==> src/rtl/sram_lsu_if.sv <==
// Purpose: bundles the core request/response channels and the SRAM port of the load/store unit.
// Latency: none; wiring only.
// Backpressure: req_valid/req_ready on requests, rsp_valid/rsp_ready on load beats; SRAM port is unflowcontrolled.
//
// Ports (seen from the LSU, modport slave):
//   req_*   : request from the core (valid/ready, store flag, size, signed, address, store data, burst length)
//   rsp_*   : load data beats back to the core (valid/ready, extended data, last-beat flag)
//   wr_done : one-cycle pulse during the SRAM write cycle of a store
//   sram_*  : SRAM write enables, address, write data, combinational read data
interface sram_lsu_if;
    logic        req_valid;
    logic        req_ready;
    logic        req_we;
    logic [1:0]  req_size;
    logic        req_signed;
    logic [15:0] req_addr;
    logic [31:0] req_wdata;
    logic [3:0]  req_len;

    logic        rsp_valid;
    logic        rsp_ready;
    logic [31:0] rsp_rdata;
    logic        rsp_last;

    logic        wr_done;

    logic [3:0]  sram_wen;
    logic [15:0] sram_addr;
    logic [31:0] sram_wdata;
    logic [31:0] sram_rdata;

    // LSU side
    modport slave (
        input  req_valid, req_we, req_size, req_signed, req_addr, req_wdata, req_len,
        output req_ready,
        output rsp_valid, rsp_rdata, rsp_last,
        input  rsp_ready,
        output wr_done,
        output sram_wen, sram_addr, sram_wdata,
        input  sram_rdata
    );

    // Core/SRAM side
    modport master (
        output req_valid, req_we, req_size, req_signed, req_addr, req_wdata, req_len,
        input  req_ready,
        input  rsp_valid, rsp_rdata, rsp_last,
        output rsp_ready,
        input  wr_done,
        input  sram_wen, sram_addr, sram_wdata,
        output sram_rdata
    );
endinterface

==> src/rtl/sram_lsu.sv <==
// Purpose: byte/half/word load-store initiator for the 64 KiB SRAM, with 1-16 beat load bursts.
// Latency: store writes the SRAM one edge after accept; each load beat is valid one edge after its READ cycle (2 cycles/beat).
// Backpressure: req_ready only in IDLE; rsp_ready low holds the current beat stable in RESP indefinitely.
//
// Ports:
//   clk  : single clock, rising edge
//   rst  : asynchronous active-high reset
//   bus  : sram_lsu_if.slave - request, response, wr_done and SRAM port
//
// Every output is a register or a decode of the state register (plus latched
// request fields), so there is no combinational path from req_* or rsp_ready.
module sram_lsu (
    input  logic       clk,
    input  logic       rst,
    sram_lsu_if.slave  bus
);

    typedef enum logic [1:0] {
        IDLE  = 2'd0,
        WRITE = 2'd1,
        READ  = 2'd2,
        RESP  = 2'd3
    } state_t;

    state_t      state;
    state_t      state_nxt;

    // Latched request fields. The store/load flag is not kept: it is encoded
    // by the choice of WRITE vs READ at accept time.
    logic [1:0]  size_q;
    logic        sgn_q;
    logic [15:0] addr_q;
    logic [31:0] wdata_q;
    logic [3:0]  cnt_q;      // remaining beats after the current one

    logic [31:0] rdata_q;
    logic        last_q;

    // Byte-lane write enables for a store of the latched size (size 11 = word).
    function automatic logic [3:0] size_mask(input logic [1:0] sz);
        logic [3:0] m;
        case (sz)
            2'b00:   m = 4'b0001;
            2'b01:   m = 4'b0011;
            default: m = 4'b1111;
        endcase
        return m;
    endfunction

    // Element stride for burst address advance.
    function automatic logic [15:0] size_step(input logic [1:0] sz);
        logic [15:0] s;
        case (sz)
            2'b00:   s = 16'd1;
            2'b01:   s = 16'd2;
            default: s = 16'd4;
        endcase
        return s;
    endfunction

    // Right-aligned load data with zero or sign extension; words pass through.
    function automatic logic [31:0] extend(input logic [31:0] d, input logic [1:0] sz,
                                           input logic sgn);
        logic [31:0] r;
        case (sz)
            2'b00:   r = {{24{sgn & d[7]}},  d[7:0]};
            2'b01:   r = {{16{sgn & d[15]}}, d[15:0]};
            default: r = d;
        endcase
        return r;
    endfunction

    // ------------------------------------------------------------------
    // State register
    // ------------------------------------------------------------------
    always_ff @(posedge clk or posedge rst) begin
        if (rst) begin
            state <= IDLE;
        end else begin
            state <= state_nxt;
        end
    end

    // ------------------------------------------------------------------
    // Next-state logic
    // ------------------------------------------------------------------
    always_comb begin
        state_nxt = state;
        case (state)
            IDLE: begin
                if (bus.req_valid) begin
                    state_nxt = bus.req_we ? WRITE : READ;
                end
            end
            WRITE: begin
                // single write cycle per store
                state_nxt = IDLE;
            end
            READ: begin
                state_nxt = RESP;
            end
            RESP: begin
                if (bus.rsp_ready) begin
                    state_nxt = (cnt_q == 4'd0) ? IDLE : READ;
                end
            end
            default: begin
                state_nxt = IDLE;
            end
        endcase
    end

    // ------------------------------------------------------------------
    // Datapath registers
    // ------------------------------------------------------------------
    always_ff @(posedge clk or posedge rst) begin
        if (rst) begin
            size_q  <= 2'b00;
            sgn_q   <= 1'b0;
            addr_q  <= 16'h0000;
            wdata_q <= 32'h0000_0000;
            cnt_q   <= 4'd0;
            rdata_q <= 32'h0000_0000;
            last_q  <= 1'b0;
        end else begin
            case (state)
                IDLE: begin
                    if (bus.req_valid) begin
                        size_q  <= bus.req_size;
                        sgn_q   <= bus.req_signed;
                        addr_q  <= bus.req_addr;
                        wdata_q <= bus.req_wdata;
                        // a store ignores req_len; clear the counter so no stale burst state lingers
                        cnt_q   <= bus.req_we ? 4'd0 : bus.req_len;
                    end
                end
                READ: begin
                    rdata_q <= extend(bus.sram_rdata, size_q, sgn_q);
                    last_q  <= (cnt_q == 4'd0);
                end
                RESP: begin
                    // advance only when the beat is consumed and more remain;
                    // the address stays put while the consumer stalls
                    if (bus.rsp_ready && (cnt_q != 4'd0)) begin
                        addr_q <= addr_q + size_step(size_q);
                        cnt_q  <= cnt_q - 4'd1;
                    end
                end
                default: begin
                end
            endcase
        end
    end

    // ------------------------------------------------------------------
    // Outputs
    // ------------------------------------------------------------------
    assign bus.req_ready  = (state == IDLE);
    assign bus.rsp_valid  = (state == RESP);
    assign bus.rsp_rdata  = rdata_q;
    assign bus.rsp_last   = last_q;
    assign bus.wr_done    = (state == WRITE);

    // Write enables are gated by state so an async reset in WRITE kills them at once.
    assign bus.sram_wen   = (state == WRITE) ? size_mask(size_q) : 4'b0000;
    assign bus.sram_addr  = addr_q;
    assign bus.sram_wdata = wdata_q;

endmodule

==> src/flat_wrapper.sv <==
// flat-port wrapper written by rule: the top's interface ports become plain ports
module sram_lsu_flat 
  (clk, rst, bus_req_valid, bus_req_we, bus_req_size, bus_req_signed, bus_req_addr, bus_req_wdata, bus_req_len, bus_req_ready, bus_rsp_valid, bus_rsp_rdata, bus_rsp_last, bus_rsp_ready, bus_wr_done, bus_sram_wen, bus_sram_addr, bus_sram_wdata, bus_sram_rdata);
  sram_lsu_if bus_i ();
  input  logic clk;
  input  logic rst;
  input wire logic [$bits(bus_i.req_valid)-1:0] bus_req_valid;
  input wire logic [$bits(bus_i.req_we)-1:0] bus_req_we;
  input wire logic [$bits(bus_i.req_size)-1:0] bus_req_size;
  input wire logic [$bits(bus_i.req_signed)-1:0] bus_req_signed;
  input wire logic [$bits(bus_i.req_addr)-1:0] bus_req_addr;
  input wire logic [$bits(bus_i.req_wdata)-1:0] bus_req_wdata;
  input wire logic [$bits(bus_i.req_len)-1:0] bus_req_len;
  output wire logic [$bits(bus_i.req_ready)-1:0] bus_req_ready;
  output wire logic [$bits(bus_i.rsp_valid)-1:0] bus_rsp_valid;
  output wire logic [$bits(bus_i.rsp_rdata)-1:0] bus_rsp_rdata;
  output wire logic [$bits(bus_i.rsp_last)-1:0] bus_rsp_last;
  input wire logic [$bits(bus_i.rsp_ready)-1:0] bus_rsp_ready;
  output wire logic [$bits(bus_i.wr_done)-1:0] bus_wr_done;
  output wire logic [$bits(bus_i.sram_wen)-1:0] bus_sram_wen;
  output wire logic [$bits(bus_i.sram_addr)-1:0] bus_sram_addr;
  output wire logic [$bits(bus_i.sram_wdata)-1:0] bus_sram_wdata;
  input wire logic [$bits(bus_i.sram_rdata)-1:0] bus_sram_rdata;
  assign bus_i.req_valid = bus_req_valid;
  assign bus_i.req_we = bus_req_we;
  assign bus_i.req_size = bus_req_size;
  assign bus_i.req_signed = bus_req_signed;
  assign bus_i.req_addr = bus_req_addr;
  assign bus_i.req_wdata = bus_req_wdata;
  assign bus_i.req_len = bus_req_len;
  assign bus_req_ready = bus_i.req_ready;
  assign bus_rsp_valid = bus_i.rsp_valid;
  assign bus_rsp_rdata = bus_i.rsp_rdata;
  assign bus_rsp_last = bus_i.rsp_last;
  assign bus_i.rsp_ready = bus_rsp_ready;
  assign bus_wr_done = bus_i.wr_done;
  assign bus_sram_wen = bus_i.sram_wen;
  assign bus_sram_addr = bus_i.sram_addr;
  assign bus_sram_wdata = bus_i.sram_wdata;
  assign bus_i.sram_rdata = bus_sram_rdata;
  sram_lsu u_core (.clk(clk), .rst(rst), .bus(bus_i));
endmodule
==> config.mk <==
export PLATFORM = sky130hd
export DESIGN_NAME = sram_lsu_flat
export DESIGN_NICKNAME = d
export VERILOG_FILES = /design/src/rtl/sram_lsu_if.sv /design/src/rtl/sram_lsu.sv /design/src/flat_wrapper.sv
export SDC_FILE = /design/constraint.sdc
export NUM_CORES = 1
export LEC_CHECK = 0
export CAP_MARGIN = 0
export CORE_AREA = 4 4 100 102
export CTS_BUF_LIST = sky130_fd_sc_hd__clkbuf_4 sky130_fd_sc_hd__clkbuf_8
export CTS_CLUSTER_DIAMETER = 40
export DETAILED_ROUTE_END_ITERATION = 10
export DIE_AREA = 0 0 104 106
export PLACE_DENSITY = 0.95
export SKIP_LAST_GASP = 1
export SYNTH_ARGS = -nofsm -noshare
export SYNTH_HDL_FRONTEND = slang
export SYNTH_SLANG_ARGS = --single-unit
==> constraint.sdc <==
create_clock -name clk -period 8.7 [get_ports clk]
set_clock_uncertainty 0.1 [all_clocks]
set_input_delay 2.175 -clock clk [delete_from_list [all_inputs] [get_ports clk]]
set_output_delay 2.175 -clock clk [all_outputs]
set_load 0.01 [all_outputs]
==> out/qor.csv, run 1 <==
stage,metric,value,unit
setup_path,crit_chain,nand2_1 -> inv_1 -> clkdlybuf4s50_1,
setup_path,cp.required,6.43,ns
setup_path,critPathBufInv,2,
clocking,clockBufferDepth,2,
floorplanning,start_util,45.9,%
status,status,"finished, final reports clean",
global_route,grt_pass1_wl,20000,um
floorplanning,die_y,106,um
timing,rsz0062_at_grt,false,
place,dpl_cell_area,5990,um2
clocking,cts_hold_buf,0,
synth,synth-edff-count,0,
layout,utilization,68.0,%
layout,drive_above_1_share,5.76,%
synth,synth_ff_type,dfrtp_1,
floorplanning,design.core.area,9110,um2
pwr,power.switching,0.905,mW
setup_path,cp_max_fo,32,
drt,dr.pass1.iters,7,
pwr,power_density,362,nW/um2
synth,synth_cells,471,
hold_path,hp-class,flip-flop to flip-flop,
global_route,grt-ovfl-total,0,
setup_path,worstSetupPathType,flip-flop to output pin,
floorplanning,pin_count,180,
synth,yosysSeqAreaShare,53.9,%
timing,timing.setup.tns,0,ns
pwr,pwr-share-comb,51.5,%
clocking,post_cts_resized,0,
synth,synth_cell_types,49,
floorplanning,dieWidth,104,um
timing,finalSetupViolCount,0,
clocking,clk-insertion-delay-late,0.35,ns
layout,nets,734,
drt,antenna_left,0,
pwr,leakagePower,2.73,nW
place,hpwl,9140,um
place,io_buffer_count,179,
pwr,internal_power,1.34,mW
timing,holdWs,0.384,ns
timing,worst_pin_slew,1.16,ns
layout,final_cell_mix,"179 x clkdlybuf4s50_1, 174 x nand2_1, 90 x dfrtp_1",
setup_path,critical_path.top_delay_family,buffers and inverters,
synth,ys_async_sr_fraction,100,%
clocking,clock_sinks,90,
setup_path,arrival,3.11,ns
clocking,tritoncts,done,
setup_path,critPathCaptureType,output pin,
pwr,ir_worst_vdd,0.000165,V
timing,slew_violations,0,
drt,routedWlPerCell,16.4,um
global_route,grt_antenna_before_repair,0,
synth,synth_area_per_cell,8.88,um2
clocking,cts-root-buf,clkbuf_8,
layout,diodes,0,
pwr,pwr-share-clk,13.3,%
drt,via_per_inst,5.35,
place,dp_slack,3.75,ns
timing,clock.fmax,186,MHz
global_route,grt_pass1_vias,4026,
drt,drc,0,
pwr,pwr-share-seq,35.2,%
timing,hold_violations,0,
setup_path,crit_slowest_cell,inv_1,
clocking,clk_pin_slew,0.09,ns
timing,setup_ws,3.31,ns
run,cap_viol_max_count,0,
floorplanning,die-area,11000,um2
global_route,grt_max_degree,91,
drt,drtIter0Drc,236,
setup_path,cp-start-kind,flip-flop,
clocking,cts_buffers,9,
synth,yosys_warnings,0,
drt,vias,4026,
timing,min_period_over_period,61.9,%
layout,area_delta_synth_final,48.0,%
synth,synth_seq_cells,90,
global_route,grt_usage,22.1,%
place,gp_congestion,0.838,
layout,fin_area,6190,um2
floorplanning,fp-row-count,35,
layout,mostFrequentLayoutCell,clkdlybuf4s50_1,
timing,relSlewSlack,22.7,%
synth,syn_area,4180,um2
drt,wl,12300,um
clocking,htreeDepth,3,
synth,syn_nets,568,
pwr,p_sw_share,40.3,%
setup_path,cpPeakStageDelay,0.95,ns
clocking,cts_setup_buffers,0,
timing,fin_crit,5.39,ns
## worst paths after layout
check                                        startpoint                   endpoint  slack (ns)  depth (start not counted)
min in group asynchronous                           rst  u_core.bus.sram_wdata[31]        2.39                          3
worst max-delay path                    u_core.state[1]              bus_rsp_valid        3.31                          3
worst max register to register          u_core.state[1]    u_core.bus.sram_addr[9]        5.49                          5
worst min-delay path            u_core.bus.rsp_rdata[5]    u_core.bus.rsp_rdata[5]        0.38                          2
max in group asynchronous                           rst    u_core.bus.rsp_rdata[4]        5.35                          3
worst min register to register  u_core.bus.rsp_rdata[5]    u_core.bus.rsp_rdata[5]        0.38                          2
## worst min-delay path: stages, from the launching register on
cell     delay, ns
dfrtp_1       0.35
nand2_1       0.05
nand2_1       0.06
## registers in the layout, summed over array words and instances (netlist names)
name                   count
u_core.sgn_q               1
u_core.bus.rsp_rdata      32
u_core.bus.sram_addr      16
u_core.size_q              2
u_core.bus.sram_wdata     32
u_core.cnt_q               4
u_core.bus.rsp_last        1
u_core.state               2
## power by group through the flow
stage	Clock, mW	Sequential [mW]	Combinational, mW
6_report	0.298	0.790	1.15
2_1_floorplan	0	0.839	0.560
3_5_place_dp	0	0.796	1.16
5_1_grt	0.322	0.816	1.26
3_3_place_gp	0	0.780	1.11
4_1_cts	0.302	0.790	1.16
## cell usage after synthesis, types with 4 or more instances
cell type  number  share of area, %
a21oi_1        42               5.0
buf_6           5               1.3
buf_4           4              0.72
o21ai_0        11               1.3
inv_1           8              0.72
nand2_1       174                16
o22ai_1         6              0.90
nor3_1          5              0.60
ha_1            4               1.2
buf_2           8              0.96
nor2_1         30               2.7
o21ai_1         6              0.72
nand3_1         9               1.1
a31oi_1         9               1.3
dfrtp_1        90                54
clkbuf_1       12               1.1
## layer usage
layer | global-route usage, % | share of wire [%] | routed length, um | vias up
met4 | 7.69 | 1.9 | 238 | 0
met3 | 4.37 | 7.0 | 865 | 22
met2 | 38.8 | 51 | 6270 | 177
met5 | 0 | 0 | 0 | -
met1 | 27.3 | 40 | 4950 | 1924
li1 | - | - | - | 1903
## cell families (layout without fill, tap and decap cells)
kind of cell | Yosys count | after routing | share of synthesized area, %
buf+inv | 38 | 209 | 4.91
compound gates | 96 | 96 | 15.2
xor+xnor | 1 | 1 | 0.209
fa+ha+maj | 5 | 5 | 1.68
flops | 90 | 90 | 53.9
simple gates | 239 | 239 | 23.6
mux | 2 | 2 | 0.509
## metrics by stage
step                      total power [mW]  std cells
after floorplan                       1.40        471
after global placement                1.89        737
final                                 2.24        753
after global routing                  2.40        753
after detailed placement              1.96        737
after CTS                             2.25        753
## layout make-up
cell class | count | area, um2
clock buffers | 10 | 131
clock inverters | 6 | 72.6
fillers | 687 | 2920
inverters | 9 | 35.0
multi-input cells | 343 | 1730
flip-flops and latches | 90 | 2250
well taps | 111 | 139
repair buffers | 184 | 1830
Power figures use the tool's default switching activity.
==> inputs of run 2 (changes only) <==
--- a/config.mk
+++ b/config.mk
@@ -6,12 +6,12 @@
 export NUM_CORES = 1
 export LEC_CHECK = 0
 export CAP_MARGIN = 0
-export CORE_AREA = 4 4 100 102
+export CORE_AREA = 4 4 108 110
 export CTS_BUF_LIST = sky130_fd_sc_hd__clkbuf_4 sky130_fd_sc_hd__clkbuf_8
 export CTS_CLUSTER_DIAMETER = 40
 export DETAILED_ROUTE_END_ITERATION = 10
-export DIE_AREA = 0 0 104 106
-export PLACE_DENSITY = 0.95
+export DIE_AREA = 0 0 112 114
+export PLACE_DENSITY = 0.89
 export SKIP_LAST_GASP = 1
 export SYNTH_ARGS = -nofsm -noshare
 export SYNTH_HDL_FRONTEND = slang
==> constraint.sdc (replaced) <==
create_clock -name clk -period 4.5 [get_ports clk]
set_clock_uncertainty 0.1 [all_clocks]
set_input_delay 1.125 -clock clk [delete_from_list [all_inputs] [get_ports clk]]
set_output_delay 1.125 -clock clk [all_outputs]
set_load 0.01 [all_outputs]
==> run 2 against run 1 <==
Core utilization is 9.1 points lower. Sequential cell count unchanged. Register-to-register slack worse by 3.8 ns. Routed wire length up 0.67%. Worst hold slack worse by 0.0060 ns. Cell area grew 1.6%. Critical path depth did not move. Clock power is 130% higher. Worst setup slack lost 2.3 ns. Non-clock buffer count grew 2. Sequential share of layout area shrank 0.59 points. Clock-buffer cell count decreased by 1. Critical endpoint unchanged. Highest routed layer unchanged.
==> out/qor.csv, run 2 (synthesis gave the netlist of run 1 again) <==
stage,metric,value,unit,change
clocking,cts_hold_buf,0,,unchanged
layout,final_cell_mix,"179 x clkdlybuf4s50_1, 174 x nand2_1, 90 x dfrtp_1",,unchanged
layout,fin_area,6290,um2,was 6190 um2
drt,dr.pass1.iters,4,,was 7
drt,wl,12400,um,was 12300 um
timing,clock.fmax,285,MHz,
clocking,clk_pin_slew,0.09,ns,about the same
run,cap_viol_max_count,0,,unchanged
floorplanning,dieWidth,112,um,was 104 um
drt,antenna_left,0,,unchanged
clocking,clock_sinks,90,,unchanged
timing,rsz0062_at_grt,false,,unchanged
timing,timing.setup.tns,0,ns,unchanged
place,io_buffer_count,179,,unchanged
clocking,cts-root-buf,clkbuf_8,,unchanged
timing,hold_violations,0,,unchanged
floorplanning,die-area,12800,um2,was 11000 um2
layout,diodes,0,,unchanged
drt,topRoutingLayerUsed,met4,,unchanged
floorplanning,design.core.area,10700,um2,was 9110 um2
layout,mostFrequentLayoutCell,clkdlybuf4s50_1,,unchanged
drt,routedWlPerCell,15.8,um,was 16.4 um
timing,holdWs,0.378,ns,was 0.384 ns
timing,finalSetupViolCount,0,,unchanged
setup_path,critPathCaptureType,output pin,,unchanged
floorplanning,pin_count,180,,unchanged
setup_path,cp-start-kind,flip-flop,,unchanged
setup_path,arrival,2.29,ns,was 3.11 ns
pwr,leakagePower,2.77,nW,was 2.73 nW
global_route,grt_pass1_wl,19600,um,was 20000 um
layout,nets,736,,was 734
drt,drtIter0Drc,289,,was 236
floorplanning,fp-row-count,38,,was 35
pwr,ir_worst_vdd,0.000303,V,was 0.000165 V
floorplanning,die_y,114,um,was 106 um
drt,via_per_inst,5.16,,was 5.35
place,dpl_cell_area,6040,um2,was 5990 um2
setup_path,cp.required,3.27,ns,was 6.43 ns
clocking,htreeDepth,3,,unchanged
pwr,power_density,709,nW/um2,was 362 nW/um2
drt,met3_length,818,um,was 865 um
global_route,grt_pass1_vias,4001,,was 4026
setup_path,cp_max_fo,23,,was 32
clocking,clk-insertion-delay-late,0.34,ns,was 0.35 ns
clocking,tritoncts,done,,unchanged
place,gp_congestion,0.853,,was 0.838
global_route,grt_antenna_before_repair,0,,unchanged
global_route,grt_usage,18.8,%,was 22.1%
layout,drive_above_1_share,5.91,%,was 5.76%
global_route,grt-ovfl-total,0,,unchanged
clocking,cts_setup_buffers,0,,unchanged
drt,wl_met1,5120,um,was 4950 um
pwr,power.total,4.46,mW,was 2.24 mW
clocking,clockBufferDepth,2,,unchanged
timing,fin_crit,3.51,ns,
place,hpwl,9370,um,was 9140 um
drt,drc,0,,unchanged
layout,fillCellCount,913,,was 687
drt,vias,4038,,was 4026
timing,min_period_over_period,78.0,%,
timing,worst_pin_slew,0.801,ns,was 1.16 ns
clocking,cts_buffers,9,,unchanged
setup_path,worstSetupPathType,flip-flop to output pin,,unchanged
timing,relSlewSlack,46.5,%,was 22.7%
timing,slew_violations,0,,unchanged
status,status,"finished, final reports clean",,unchanged
floorplanning,start_util,39.1,%,was 45.9%
drt,dr_wl_met2,6170,um,was 6270 um
layout,area_delta_synth_final,50.4,%,was 48.0%
hold_path,hp-class,flip-flop to flip-flop,,unchanged
global_route,grt_max_degree,38,,was 91
clocking,post_cts_resized,0,,unchanged
[run 2: cell types whose count changed in the layout (fill, tap and decap cells not counted), sizes merged]
cell / before / now
buf: 5 / 7
bufinv: 1 / 4
clkbuf: 10 / 9
clkinv: 2 / 3
clkinvlp: 1 / 0
inv: 11 / 8
[run 2: critical path: stages (launching register included)]
cell             delay [ns]
dfrtp_1                0.59
nand2_1                0.57
inv_1                  0.22
clkdlybuf4s50_1        0.56
[run 2: worst paths after layout]
kind	from	end	slack (ns)	depth (start not counted)
max	u_core.state[1]	bus_rsp_valid	0.99	3
min	u_core.bus.rsp_rdata[7]	u_core.bus.rsp_rdata[7]	0.38	2
max reg2reg	u_core.state[1]	u_core.bus.sram_addr[13]	1.70	6
min reg2reg	u_core.bus.rsp_rdata[7]	u_core.bus.rsp_rdata[7]	0.38	2
max in group asynchronous	rst	u_core.bus.sram_addr[11]	2.53	3
min in group asynchronous	rst	u_core.bus.sram_wdata[17]	0.97	2
[run 2: report_power, final]
part,leakage [nW],internal (mW),total (mW),switching [mW]
clock network,0.129,0.420,0.697,0.277
registers,1.09,1.20,1.52,0.324
logic,1.55,1.12,2.24,1.11
[run 2: through the flow]
stage / cells / utilization (%) / setup WS [ns]
6_report: 783 / 58.8 / 0.990
5_1_grt: 783 / 58.8 / 0.838
4_1_cts: 783 / 58.8 / 0.988
3_5_place_dp: 768 / 56.4 / 1.29
3_3_place_gp: 768 / 56.4 / 1.31
2_1_floorplan: 471 / - / 0.940
[run 2: metal layers]
metal	track usage, %	vias up
met4	7.29	0
met3	4.08	26
met5	0	-
met2	32.8	161
met1	23.0	1927
li1	-	1924
[run 2: area by class of cell]
type	instances	area, um2	area share [%]
inverter	9	35.0	0.557
tap	140	175	2.78
multi-input combinational	343	1730	27.5
clock inverter	6	130	2.07
sequential	90	2250	35.8
clock buffer	9	124	1.97
timing repair buffer	186	1840	29.3
==> inputs of run 3 (changes only) <==
==> constraint.sdc (replaced) <==
create_clock -name clk -period 3 [get_ports clk]
set_clock_uncertainty 0.1 [all_clocks]
set_input_delay 0.75 -clock clk [delete_from_list [all_inputs] [get_ports clk]]
set_output_delay 0.75 -clock clk [all_outputs]
set_load 0.01 [all_outputs]
==> run 3 against run 2 <==
First-iteration DRC count grew 8.7%. Routed wire length about the same. Via count shrank 0.79%. Final cell count rose by 0.38%. Combinational power increased by 52%. Sequential share of layout area up 0.17 points. Non-clock buffer count grew 2. Largest cell class unchanged. Largest power group unchanged. Highest routed layer unchanged.
==> out/qor.csv, run 3 (synthesis gave the netlist of run 1 again) <==
stage,metric,value,unit,change
status,status,"finished, final reports clean",,unchanged
floorplanning,dieWidth,112,um,unchanged
floorplanning,die-area,12800,um2,unchanged
layout,utilization,58.5,%,was 58.8%
pwr,pwr-share-comb,52.3,%,was 50.2%
setup_path,r2r-end,u_core.bus.sram_addr[10],,was u_core.bus.sram_addr[13]
layout,final_cell_mix,"179 x clkdlybuf4s50_1, 174 x nand2_1, 90 x dfrtp_1",,unchanged
floorplanning,die_y,114,um,unchanged
hold_path,min_to,u_core.bus.sram_wdata[4],,was u_core.bus.rsp_rdata[7]
drt,routedWlPerCell,15.8,um,about the same
place,io_buffer_count,179,,unchanged
setup_path,r2r_cells,8,,was 6
timing,fin_crit,2.89,ns,
drt,antenna_left,0,,unchanged
pwr,internal_power,3.92,mW,was 2.74 mW
timing,rsz0062_at_grt,false,,unchanged
setup_path,worstSetupPathType,flip-flop to output pin,,unchanged
setup_path,critPathCaptureType,output pin,,unchanged
drt,via_per_inst,5.10,,was 5.16
clocking,htreeDepth,3,,unchanged
clocking,clk-insertion-delay-late,0.35,ns,was 0.34 ns
drt,dr.pass1.iters,4,,unchanged
clocking,clockBufferDepth,2,,unchanged
layout,area_delta_synth_final,49.7,%,was 50.4%
pwr,pwr-share-clk,12.9,%,was 15.6%
clocking,tritoncts,done,,unchanged
layout,diodes,0,,unchanged
clocking,post_cts_resized,0,,unchanged
place,gp_congestion,0.824,,was 0.853
floorplanning,start_util,39.1,%,unchanged
layout,nets,738,,was 736
drt,vias,4006,,was 4038
setup_path,cp.required,2.15,ns,was 3.27 ns
setup_path,cp_max_fo,6,,was 23
place,dpl_cell_area,6060,um2,was 6040 um2
global_route,grt_antenna_before_repair,0,,unchanged
clocking,cts_buffers,9,,unchanged
layout,mostFrequentLayoutCell,clkdlybuf4s50_1,,unchanged
timing,timing.setup.tns,0,ns,unchanged
pwr,p_sw_share,39.9,%,was 38.5%
timing,finalSetupViolCount,0,,unchanged
hold_path,hold_depth,2,,unchanged
global_route,grt_pass1_vias,4035,,was 4001
setup_path,crit_slowest_cell,clkdlybuf4s50_1,,was dfrtp_1
pwr,leakagePower,2.74,nW,was 2.77 nW
run,cap_viol_max_count,0,,unchanged
setup_path,critPathBufInv,2,,unchanged
global_route,grt_usage,19.1,%,was 18.8%
hold_path,hp-class,flip-flop to flip-flop,,unchanged
timing,relSlewSlack,37.4,%,was 46.5%
pwr,pwr-share-seq,34.8,%,was 34.2%
drt,drc,0,,unchanged
layout,fin_area,6260,um2,was 6290 um2
hold_path,min-delay-start,u_core.bus.sram_wdata[4],,was u_core.bus.rsp_rdata[7]
setup_path,reg2reg_from,u_core.size_q[0],,was u_core.state[1]
pwr,power.switching,2.60,mW,was 1.72 mW
layout,drive_above_1_share,6.50,%,was 5.91%
clocking,cts_hold_buf,0,,unchanged
setup_path,cp-start-kind,flip-flop,,unchanged
layout,fillCellCount,931,,was 913
clocking,clk_pin_slew,0.09,ns,about the same
drt,wl,12400,um,about the same
floorplanning,fp-row-count,38,,unchanged
clocking,cts-root-buf,clkbuf_8,,unchanged
clocking,cts_setup_buffers,0,,unchanged
drt,drtIter0Drc,314,,was 289
pwr,ir_worst_vdd,0.000440,V,was 0.000303 V
timing,setup_ws,0.106,ns,was 0.990 ns
floorplanning,design.core.area,10700,um2,unchanged
timing,min_period_over_period,96.5,%,
place,dp_slack,0.468,ns,was 1.29 ns
timing,hold_violations,0,,unchanged
clocking,clock_sinks,90,,unchanged
place,hpwl,9430,um,was 9370 um
floorplanning,pin_count,180,,unchanged
setup_path,cpPeakStageDelay,0.62,ns,was 0.59 ns
timing,clock.fmax,346,MHz,
setup_path,crit_chain,inv_1 -> nor3_1 -> clkdlybuf4s50_1,,was nand2_1 -> inv_1 -> clkdlybuf4s50_1
setup_path,regToRegSetupSlack,0.66,ns,was 1.70 ns
global_route,grt-ovfl-total,0,,unchanged
setup_path,arrival,2.04,ns,was 2.29 ns
global_route,grt_pass1_wl,19900,um,was 19600 um
global_route,grt_max_degree,53,,was 38
setup_path,critical_path.top_delay_family,buffers and inverters,,unchanged
pwr,power_density,1040,nW/um2,was 709 nW/um2
timing,slew_violations,0,,unchanged
timing,worst_pin_slew,0.934,ns,was 0.801 ns
## run 3: changes by cell type in the layout (fill, tap and decap cells not counted), sizes merged
cell	previous run	this run
buf	7	9
bufinv	4	1
clkbuf	9	10
clkinv	3	2
clkinvlp	0	4
## run 3: worst max-delay path by stage
| stage | start | slack [ns] | end | cells past startpoint |
|---|---|---|---|---|
| final | u_core.state[0] | 0.11 | bus_sram_wen[2] | 3 |
| after global placement | bus_req_valid | 0.54 | u_core.bus.sram_addr[15] | 6 |
| after global routing | u_core.state[0] | 0.04 | bus_sram_wen[2] | 3 |
| after CTS | u_core.state[0] | 0.1 | bus_sram_wen[2] | 3 |
| after detailed placement | bus_req_valid | 0.47 | u_core.cnt_q[3] | 5 |
| after floorplan | u_core.size_q[1] | 0.72 | u_core.bus.sram_addr[10] | 10 |
## run 3: stage by stage
stage	instances	total power, mW	hold slack (ns)
final	786	6.51	0.380
after global routing	786	7.01	0.403
after CTS	786	6.57	0.381
after detailed placement	770	5.72	0.361
after global placement	770	5.54	0.358
after floorplan	471	4.06	0.361
## run 3: area by class of cell
class,instances,area [um2],share of cell area (%)
Sequential cell,90,2250,36.0
Timing Repair Buffer,188,1860,29.7
Multi-Input combinational cell,343,1730,27.7
Tap cell,140,175,2.80
Clock buffer,10,138,2.20
Clock inverter,6,66.3,1.06
Inverter,9,37.5,0.600
## run 3: metal layers
metal / vias to the layer above / track usage (%) / share of wire (%)
met5: - / 0 / 0
met4: 0 / 6.17 / 1.8
met3: 18 / 5.25 / 7.2
met2: 162 / 33.1 / 50
met1: 1909 / 23.4 / 41
li1: 1917 / - / -
## run 3: tightest hold or removal path: stages, from the launching register on
cell	delay [ns]
dfrtp_1	0.35
nand2_1	0.05
nand2_1	0.05
## run 3: power groups by stage
stage / clock network (mW) / registers, mW / logic (mW)
floorplan: 0 / 2.43 / 1.62
global placement: 0 / 2.24 / 3.30
detailed placement: 0 / 2.28 / 3.43
CTS: 0.860 / 2.26 / 3.44
global route: 0.918 / 2.36 / 3.73
finish: 0.841 / 2.27 / 3.41
